===== src/rtl/spi_frame_pkg.sv =====
// Shared constants and state types for the SPI frame buffer.
// The frame store is addressed as {bank, byte index}.
package spi_frame_pkg;

    localparam int FRAME_BYTES = 16;
    localparam int DATA_W      = 8;
    localparam int IDX_W       = $clog2(FRAME_BYTES);
    localparam int ADDR_W      = IDX_W + 1;
    localparam int SEQ_W       = 8;

    localparam logic [IDX_W-1:0] IDX_LAST = IDX_W'(FRAME_BYTES - 1);
    localparam logic [SEQ_W-1:0] CNT_MAX  = '1;

    typedef enum logic {
        FILL,
        HOLD
    } wr_state_t;

    typedef enum logic {
        IDLE,
        ACTIVE
    } rd_state_t;

    function automatic logic [ADDR_W-1:0] bank_addr(input logic bank,
                                                     input logic [IDX_W-1:0] idx);
        return {bank, idx};
    endfunction

endpackage


===== src/rtl/frame_bank_ram.sv =====
// Two-bank byte store: one write port and one registered read port.
// The read register only updates when re is high, so it holds its last byte otherwise.
module frame_bank_ram
    import spi_frame_pkg::*;
(
    input  logic              clk,
    input  logic              rst_n,
    input  logic              we,
    input  logic [ADDR_W-1:0] waddr,
    input  logic [DATA_W-1:0] wdata,
    input  logic              re,
    input  logic [ADDR_W-1:0] raddr,
    output logic [DATA_W-1:0] rdata
);

    logic [DATA_W-1:0] mem_q [2*FRAME_BYTES];
    logic [DATA_W-1:0] rdata_d;
    logic [DATA_W-1:0] rdata_q;

    // Storage is deliberately not reset; only the output register is.
    always_ff @(posedge clk) begin
        if (we) begin
            mem_q[waddr] <= wdata;
        end
    end

    always_comb begin
        rdata_d = rdata_q;
        if (re) begin
            rdata_d = mem_q[raddr];
        end
    end

    always_ff @(posedge clk) begin
        if (!rst_n) begin
            rdata_q <= '0;
        end else begin
            rdata_q <= rdata_d;
        end
    end

    assign rdata = rdata_q;

endmodule


===== src/rtl/spi_frame_buffer.sv =====
// Double-buffered frame store feeding the SPI slave: the producer fills the free bank,
// and the reader swaps to the newest complete frame only on rd_start.
//
//  state  | meaning
//  FILL   | writer accepting bytes into the free bank
//  HOLD   | complete frame pending, writer back-pressured until a swap
//  IDLE   | no SPI frame in progress, rd_data holds
//  ACTIVE | SPI frame in progress, rd_data tracks the read index
module spi_frame_buffer
    import spi_frame_pkg::*;
(
    input  logic              clk,
    input  logic              rst_n,
    input  logic [DATA_W-1:0] wr_data,
    input  logic              wr_valid,
    output logic              wr_ready,
    input  logic              rd_start,
    input  logic              rd_next,
    input  logic              rd_stop,
    output logic [DATA_W-1:0] rd_data,
    output logic [SEQ_W-1:0]  rd_seq,
    output logic              rd_stale,
    output logic [SEQ_W-1:0]  drop_cnt
);

    wr_state_t         wr_state_q, wr_state_d;
    rd_state_t         rd_state_q, rd_state_d;
    logic [IDX_W-1:0]  wr_idx_q, wr_idx_d;
    logic [IDX_W-1:0]  rd_idx_q, rd_idx_d;
    logic              pending_q, pending_d;
    logic              bank_sel_q, bank_sel_d;
    logic              committed_q, committed_d;
    logic [SEQ_W-1:0]  wr_seq_q, wr_seq_d;
    logic [SEQ_W-1:0]  rd_seq_q, rd_seq_d;
    logic              rd_stale_q, rd_stale_d;
    logic [SEQ_W-1:0]  drop_cnt_q, drop_cnt_d;

    logic              wr_accept;
    logic              wr_last;
    logic              swap;
    logic              ram_we;
    logic              ram_re;
    logic [ADDR_W-1:0] ram_waddr;
    logic [ADDR_W-1:0] ram_raddr;

    always_comb begin
        wr_accept = (wr_state_q == FILL) && wr_valid;
        wr_last   = wr_accept && (wr_idx_q == IDX_LAST);
        // Only a commit registered before this edge can be swapped in.
        swap      = rd_start && pending_q;
    end

    // Write side
    always_comb begin
        wr_state_d  = wr_state_q;
        wr_idx_d    = wr_idx_q;
        wr_seq_d    = wr_seq_q;
        pending_d   = pending_q;
        committed_d = committed_q;
        wr_ready    = 1'b0;

        case (wr_state_q)
            FILL: begin
                wr_ready = 1'b1;
                if (wr_accept) begin
                    wr_idx_d = wr_idx_q + IDX_W'(1);
                end
                if (wr_last) begin
                    wr_idx_d    = '0;
                    pending_d   = 1'b1;
                    committed_d = 1'b1;
                    wr_seq_d    = wr_seq_q + SEQ_W'(1);
                    wr_state_d  = HOLD;
                end
            end
            HOLD: begin
                if (swap) begin
                    pending_d  = 1'b0;
                    wr_state_d = FILL;
                end
            end
            default: begin
                wr_state_d = FILL;
            end
        endcase
    end

    // Read side
    always_comb begin
        rd_state_d = rd_state_q;
        rd_idx_d   = rd_idx_q;
        bank_sel_d = bank_sel_q;
        rd_seq_d   = rd_seq_q;
        rd_stale_d = rd_stale_q;
        drop_cnt_d = drop_cnt_q;

        if (rd_start) begin
            rd_idx_d   = '0;
            rd_state_d = ACTIVE;
            if (swap) begin
                bank_sel_d = ~bank_sel_q;
                rd_seq_d   = wr_seq_q;
                rd_stale_d = 1'b0;
            end else begin
                rd_stale_d = 1'b1;
                if (!committed_q && (drop_cnt_q != CNT_MAX)) begin
                    drop_cnt_d = drop_cnt_q + SEQ_W'(1);
                end
            end
        end else if (rd_stop) begin
            rd_state_d = IDLE;
        end else if (rd_next && (rd_state_q == ACTIVE)) begin
            rd_idx_d = rd_idx_q + IDX_W'(1);
        end
    end

    always_ff @(posedge clk) begin
        if (!rst_n) begin
            wr_state_q  <= FILL;
            rd_state_q  <= IDLE;
            wr_idx_q    <= '0;
            rd_idx_q    <= '0;
            pending_q   <= 1'b0;
            bank_sel_q  <= 1'b0;
            committed_q <= 1'b0;
            wr_seq_q    <= '0;
            rd_seq_q    <= '0;
            rd_stale_q  <= 1'b1;
            drop_cnt_q  <= '0;
        end else begin
            wr_state_q  <= wr_state_d;
            rd_state_q  <= rd_state_d;
            wr_idx_q    <= wr_idx_d;
            rd_idx_q    <= rd_idx_d;
            pending_q   <= pending_d;
            bank_sel_q  <= bank_sel_d;
            committed_q <= committed_d;
            wr_seq_q    <= wr_seq_d;
            rd_seq_q    <= rd_seq_d;
            rd_stale_q  <= rd_stale_d;
            drop_cnt_q  <= drop_cnt_d;
        end
    end

    // Writer always targets the bank the reader is not using.
    always_comb begin
        ram_we    = wr_accept && rst_n;
        ram_waddr = bank_addr(~bank_sel_q, wr_idx_q);
        ram_re    = (rd_state_q == ACTIVE);
        ram_raddr = bank_addr(bank_sel_q, rd_idx_q);
    end

    frame_bank_ram u_ram (
        .clk   (clk),
        .rst_n (rst_n),
        .we    (ram_we),
        .waddr (ram_waddr),
        .wdata (wr_data),
        .re    (ram_re),
        .raddr (ram_raddr),
        .rdata (rd_data)
    );

    assign rd_seq   = rd_seq_q;
    assign rd_stale = rd_stale_q;
    assign drop_cnt = drop_cnt_q;

endmodule


===== config.mk =====
export PLATFORM = sky130hd
export DESIGN_NAME = spi_frame_buffer
export DESIGN_NICKNAME = d
export VERILOG_FILES = /design/src/rtl/spi_frame_pkg.sv /design/src/rtl/frame_bank_ram.sv /design/src/rtl/spi_frame_buffer.sv
export SDC_FILE = /design/constraint.sdc
export NUM_CORES = 1
export LEC_CHECK = 0
export ABC_AREA = 1
export CAP_MARGIN = 20
export CORE_MARGIN = 10
export CORE_UTILIZATION = 39
export DETAILED_ROUTE_END_ITERATION = 10
export GPL_TIMING_DRIVEN = 0
export SYNTH_ARGS = -nofsm -noshare
export SYNTH_HDL_FRONTEND = slang
export SYNTH_HIERARCHICAL = 1
export SYNTH_SLANG_ARGS = --single-unit

===== constraint.sdc =====
create_clock -name clk -period 3.05 [get_ports clk]
set_input_delay 0.61 -clock clk [delete_from_list [all_inputs] [get_ports clk]]
set_output_delay 0.61 -clock clk [all_outputs]
set_load 0.02 [all_outputs]

==> results of run 1 <==
==> flip-flops by register name, summed over array words and instances, names as in the netlist <==
| register | flops |
|---|---|
| u_ram/mem_q | 256 |
| ram_re | 1 |
| wr_state_q | 1 |
| drop_cnt | 8 |
| rd_stale | 1 |
| rd_idx_q | 4 |
| wr_idx_q | 4 |
| rd_seq | 8 |
| bank_sel_q | 1 |
| pending_q | 1 |
| wr_seq_q | 8 |
| u_ram/rdata | 8 |
| committed_q | 1 |
==> placed cells by master (no fill, tap or decap), drive strengths merged <==
master / Yosys / routed
nand3b: 1 / 1
bufinv: 0 / 5
ha: 4 / 4
inv: 37 / 38
nor3b: 1 / 1
edfxtp: 256 / 256
clkbuf: 11 / 57
buf: 49 / 57
clkinv: 0 / 10
nand4: 7 / 7
dfxtp: 46 / 46
nor2: 80 / 80
a21oi: 26 / 26
nor3: 1 / 1
xor2: 2 / 2
clkdlybuf4s15: 0 / 1
nand3: 240 / 240
clkdlybuf4s50: 0 / 33
nand2: 378 / 378
o21ai: 25 / 25
==> path summary, 6_finish.rpt <==
kind | start | end | slack (ns) | depth (start not counted)
worst min-delay path | rd_stale | rd_stale | 0.47 | 2
worst max-delay path | rst_n | u_ram/mem_q[1][3] | 0.20 | 6
worst min register to register | rd_stale | rd_stale | 0.47 | 2
worst max register to register | wr_state_q | u_ram/mem_q[1][3] | 0.99 | 5
==> cells by family (layout without fill, tap and decap cells) <==
family                   after synthesis  in the layout  synth area share (%)
flip-flops                           302            302                  68.6
adder cells (fa/ha/maj)                4              4                 0.399
XOR/XNOR                               2              2                 0.140
AO/OA/AOI/OAI                         51             51                  2.09
AND/OR/NAND/NOR                      708            708                  24.3
buffers and inverters                 97            201                  4.40
==> tightest hold or removal path, stage by stage, from the launching register on <==
cell and delay (ns):
dfxtp_1 0.32, nand2_1 0.05, nand3_1 0.07
==> per-layer routing <==
metal | wire length (um) | global-route usage (%) | vias up | share of wire [%]
met5 | 0 | 0 | - | 0
met4 | 969 | 5.83 | 0 | 2.9
li1 | - | - | 4187 | -
met1 | 14500 | 22.3 | 4150 | 44
met2 | 15700 | 27.5 | 280 | 47
met3 | 2030 | 2.78 | 58 | 6.1
==> final cells by class <==
class	count	area [um2]	share of cell area, %
flip-flops and latches	302	8610	57.7
multi-input cells	765	3650	24.5
clock buffers	46	980	6.56
well taps	402	503	3.37
repair buffers	42	423	2.83
plain buffers	60	413	2.77
clock inverters	16	208	1.39
inverters	37	139	0.931
==> metrics by stage <==
stage / cells / worst slack [ns] / instance area, um2
after floorplan: 1164 / 0.940 / 12500
after global placement: 1605 / -1.02 / 13400
after detailed placement: 1608 / -1.05 / 13500
after CTS: 1670 / 0.147 / 14900
after global routing: 1670 / 0.00651 / 14900
final: 1670 / 0.201 / 14900
==> report_power, final <==
group          internal [mW]  total (mW)  switching [mW]
combinational         0.0822       0.287           0.204
sequential              4.50        4.52          0.0227
clock                   2.68        4.29            1.61
total                   7.26        9.10            1.84
==> what timing repair did <==
| item | in CTS | in global routing |
|---|---|---|
| resized for setup | 69 | 1 |
| setup endpoints to repair | 256 | 8 |
| gates cloned | 0 | 0 |
| endpoints found under the hold margin | 0 | 0 |
==> impl_metrics.env, run 1 <==
export IMPL_root_buffer="clkbuf_16"
export IMPL_fin_crit_sh_pct=93.4
export IMPL_drive_above_1_share_pct=12.9
export IMPL_diodes=0
export IMPL_synthDistinctLibCells=27
export IMPL_crit_family="simple AND/OR/NAND/NOR gates"
export IMPL_dr_total_vias=8675
export IMPL_synth_avg_cell_area_um2=10.8
export IMPL_synth_most_common_cell="nand2_1"
export IMPL_numCtsBuffers=34
export IMPL_grt_pass1_vias=8377
export IMPL_peakVddDrop_v=0.000321
export IMPL_ys_top_cells_by_area="edfxtp_1, nand2_1, nand3_1, dfxtp_1, nor2_1"
export IMPL_via_per_inst=5.19
export IMPL_syn_area_um2=12500
export IMPL_drt_first_pass_iters=5
export IMPL_tns_ns=0
export IMPL_coreArea_um2=31600
export IMPL_ys_seq_elements=302
export IMPL_drc=0
export IMPL_portBuffers=39
export IMPL_cts_sinks=302
export IMPL_crit_top_cell="nor2_2"
export IMPL_synthFlopType="edfxtp_1"
export IMPL_maxSlewViolCount=0
export IMPL_antenna_found_initial=0
export IMPL_grt_util_all_layers_pct=16.9
export IMPL_critical_path_class="in -> reg"
export IMPL_crit_path_top_delay_cell="clkdlybuf4s15_1"
export IMPL_status="completed"
export IMPL_synth_top_cell_by_area="edfxtp_1"
export IMPL_min_period_ns=2.85
export IMPL_fin_nets=1260
export IMPL_synth_top_area_share_pct=61.3
export IMPL_p_per_area_nw_per_um2=610
export IMPL_syn_num_nets=1182
export IMPL_cts_tree="yes"
export IMPL_crit_fanout=14
export IMPL_yosysSeqAreaShare_pct=68.6
export IMPL_wl_per_cell_um=19.9
export IMPL_crit_chain="clkdlybuf4s15_1 -> inv_1 -> clkbuf_1 -> nor2_2 -> nand3_4 -> nor2_2"
export IMPL_fin_util_pct=47.2
export IMPL_num_fill_cells=2841
export IMPL_grt_remaining_overflow=0
export IMPL_htreeDepth=2
export IMPL_drt_iter0_markers=818
export IMPL_ant_nets=0
export IMPL_power_total_mw=9.10
export IMPL_async_flop_share_pct=0
export IMPL_required_ns=3.20
export IMPL_crit_buf_inv=3
export IMPL_hold_class="reg -> reg"
export IMPL_cpPeakStageDelay_ns=0.57
export IMPL_cts_path_max_buffers=3
export IMPL_boundaryPins=40
export IMPL_place_detailed_hpwl_mm=22.1
export IMPL_synth_top_cells_by_count="nand2_1, edfxtp_1, nand3_1"
export IMPL_hold_violations=0
export IMPL_skew_ns=0.0143
export IMPL_synthCells=1164
export IMPL_synth_edf_count=256
export IMPL_clk_pin_slew_ns=0.06
export IMPL_max_freq_ghz=0.351
export IMPL_grt_pass1_wl_mm=50.5
export IMPL_drt_wl_total_mm=33.2
export IMPL_critical_path_startpoint_type="input pin"
export IMPL_rsz0062_at_grt="false"
export IMPL_clk_latency_ns=0.51
export IMPL_setup_viol=0
export IMPL_worst_ep_arrival_time_ns=3.00
export IMPL_relSlewSlack_pct=44.9
export IMPL_drv_cap=0
export IMPL_rows=65
export IMPL_dieArea_um2=39700
export IMPL_initial_core_util_pct=39.7
export IMPL_cts_setup_buffers=0
export IMPL_die_w_um=199
export IMPL_end_kind="register"
export IMPL_gp_congestion=0.932
export IMPL_tightestPinTransition_ns=0.826
export IMPL_ctsHoldBuffers=0
export IMPL_leakagePower_nw=5.35
export IMPL_grt_max_degree=33
export IMPL_die_y_um=199
export IMPL_area_growth_pct=19.0
export IMPL_synth_warnings=6
export IMPL_holdWs_ns=0.469
Power figures use the tool's default switching activity.
==> run 2, diff against run 1 <==
--- a/config.mk
+++ b/config.mk
@@ -8,5 +8,6 @@
 export ABC_AREA = 1
-export CAP_MARGIN = 20
+export CAP_MARGIN = 30
 export CORE_MARGIN = 10
 export CORE_UTILIZATION = 39
+export CTS_CLUSTER_SIZE = 14
 export DETAILED_ROUTE_END_ITERATION = 10
--- a/constraint.sdc
+++ b/constraint.sdc
@@ -3,2 +3,2 @@
 set_output_delay 0.61 -clock clk [all_outputs]
-set_load 0.02 [all_outputs]
+set_load 0.05 [all_outputs]
==> impl_metrics.env, run 2 (synthesis gave the netlist of run 1 again) <==
export IMPL_coreArea_um2=31600
export IMPL_cts_tree="yes"
export IMPL_cts_path_max_buffers=3
export IMPL_clk_pin_slew_ns=0.06
export IMPL_gp_congestion=0.932
export IMPL_required_ns=3.20
export IMPL_grt_max_degree=33
export IMPL_wl_per_cell_um=19.9
export IMPL_maxSlewViolCount=0
export IMPL_numCtsBuffers=34
export IMPL_clockPowerShare_pct=44.2
export IMPL_relSlewSlack_pct=43.6
export IMPL_top_register="u_ram/mem_q"
export IMPL_final_cell_mix="nand2_1, edfxtp_1, nand3_1, dfxtp_1, nor2_1"
export IMPL_critical_path_startpoint_type="input pin"
export IMPL_ant_nets=0
export IMPL_leakagePower_nw=5.28
export IMPL_p_per_area_nw_per_um2=586
export IMPL_multiInputGateArea_um2=3660
export IMPL_die_w_um=199
export IMPL_clk_latency_ns=0.50
export IMPL_peakVddDrop_v=0.000269
export IMPL_combPwrFrac_pct=3.6
export IMPL_setup_viol=0
export IMPL_grt_pass1_vias=8400
export IMPL_boundaryPins=40
export IMPL_drv_cap=0
export IMPL_largest_reg_flops=256
export IMPL_num_fill_cells=2867
export IMPL_switching_share_pct=21.2
export IMPL_dr_total_vias=8773
export IMPL_cts_sinks=302
export IMPL_grt_pass1_wl_mm=50.4
export IMPL_dp_slack_ns=-1.05
export IMPL_area_growth_pct=17.9
export IMPL_end_kind="register"
export IMPL_htreeDepth=2
export IMPL_place_detailed_hpwl_mm=22.1
export IMPL_fin_area_um2=14800
export IMPL_drt_first_pass_iters=6
export IMPL_grt_util_all_layers_pct=16.9
export IMPL_drive_above_1_share_pct=12.7
export IMPL_portBuffers=39
export IMPL_die_y_um=199
export IMPL_max_freq_ghz=0.355
export IMPL_tns_ns=0
export IMPL_tightestPinTransition_ns=0.847
export IMPL_diodes=0
export IMPL_layout_setup_ws_ns=0.231
export IMPL_final_common_cell="nand2_1"
export IMPL_placed_cell_area_um2=13500
export IMPL_ctsHoldBuffers=0
export IMPL_cts_setup_buffers=0
export IMPL_status="completed"
export IMPL_intPower_mw=6.82
export IMPL_via_per_inst=5.26
export IMPL_crit_fanout=14
export IMPL_ff_latch_area_um2=8610
export IMPL_switchingPower_mw=1.84
export IMPL_initial_core_util_pct=39.7
export IMPL_fin_crit_sh_pct=92.4
export IMPL_rows=65
export IMPL_skew_ns=0.0136
export IMPL_power_frac_seq_pct=52.2
export IMPL_critical_path_class="in -> reg"
export IMPL_power_total_mw=8.66
export IMPL_fin_util_pct=46.7
export IMPL_drc=0
export IMPL_drt_wl_total_mm=33.3
export IMPL_min_period_ns=2.82
export IMPL_antenna_found_initial=0
export IMPL_hold_class="reg -> reg"
export IMPL_dieArea_um2=39700
export IMPL_worst_ep_arrival_time_ns=2.97
export IMPL_drt_iter0_markers=843
export IMPL_grt_remaining_overflow=0
export IMPL_hold_violations=0
export IMPL_root_buffer="clkbuf_16"
export IMPL_fin_nets=1260
export IMPL_rsz0062_at_grt="false"
## run 2: cell type report
cell class,count,share of cell area (%)
tap,402,3.40
timing repair buffer,42,2.86
clock buffer,44,6.29
buffer,60,2.79
inverter,37,0.939
clock inverter,17,0.770
multi-input combinational,765,24.7
sequential,302,58.2
## run 2: metal layers
metal / track usage [%] / vias to the layer above / part of all wire (%)
met4: 5.36 / 0 / 2.8
li1: - / 4191 / -
met3: 2.56 / 59 / 6.0
met5: 0 / - / 0
met2: 27.7 / 281 / 47
met1: 22.5 / 4242 / 44
## run 2: worst max-delay path: stages
cell and delay (ns):
clkdlybuf4s15_1 0.54, inv_1 0.20, clkbuf_1 0.32, nor2_2 0.46, nand3_4 0.35, nor2_2 0.47
## run 2: worst paths after layout
path | start | endpoint | slack, ns | depth (start not counted)
max | rst_n | u_ram/mem_q[1][0] | 0.23 | 6
min | rd_stale | rd_stale | 0.47 | 2
max reg2reg | wr_state_q | u_ram/mem_q[1][0] | 0.99 | 5
min reg2reg | rd_stale | rd_stale | 0.47 | 2
## run 2: metrics by stage
stage | instances | hold WS [ns]
after CTS | 1669 | 0.479
after global routing | 1669 | 0.505
after global placement | 1605 | 0.469
final | 1669 | 0.469
after detailed placement | 1608 | 0.460
after floorplan | 1164 | 0.458
## run 2: power groups by stage
stage / Combinational [mW] / Sequential [mW] / Clock [mW]
after CTS: 0.312 / 4.52 / 3.90
after global placement: 0.287 / 4.61 / 0
after global routing: 0.337 / 4.52 / 4.05
final: 0.310 / 4.52 / 3.83
after detailed placement: 0.296 / 4.61 / 0
after floorplan: 0.103 / 4.63 / 0
## run 2: what timing repair did
item                       CTS  global route
resized for setup           70             1
pin swaps                    0             0
setup endpoints to repair  256            16
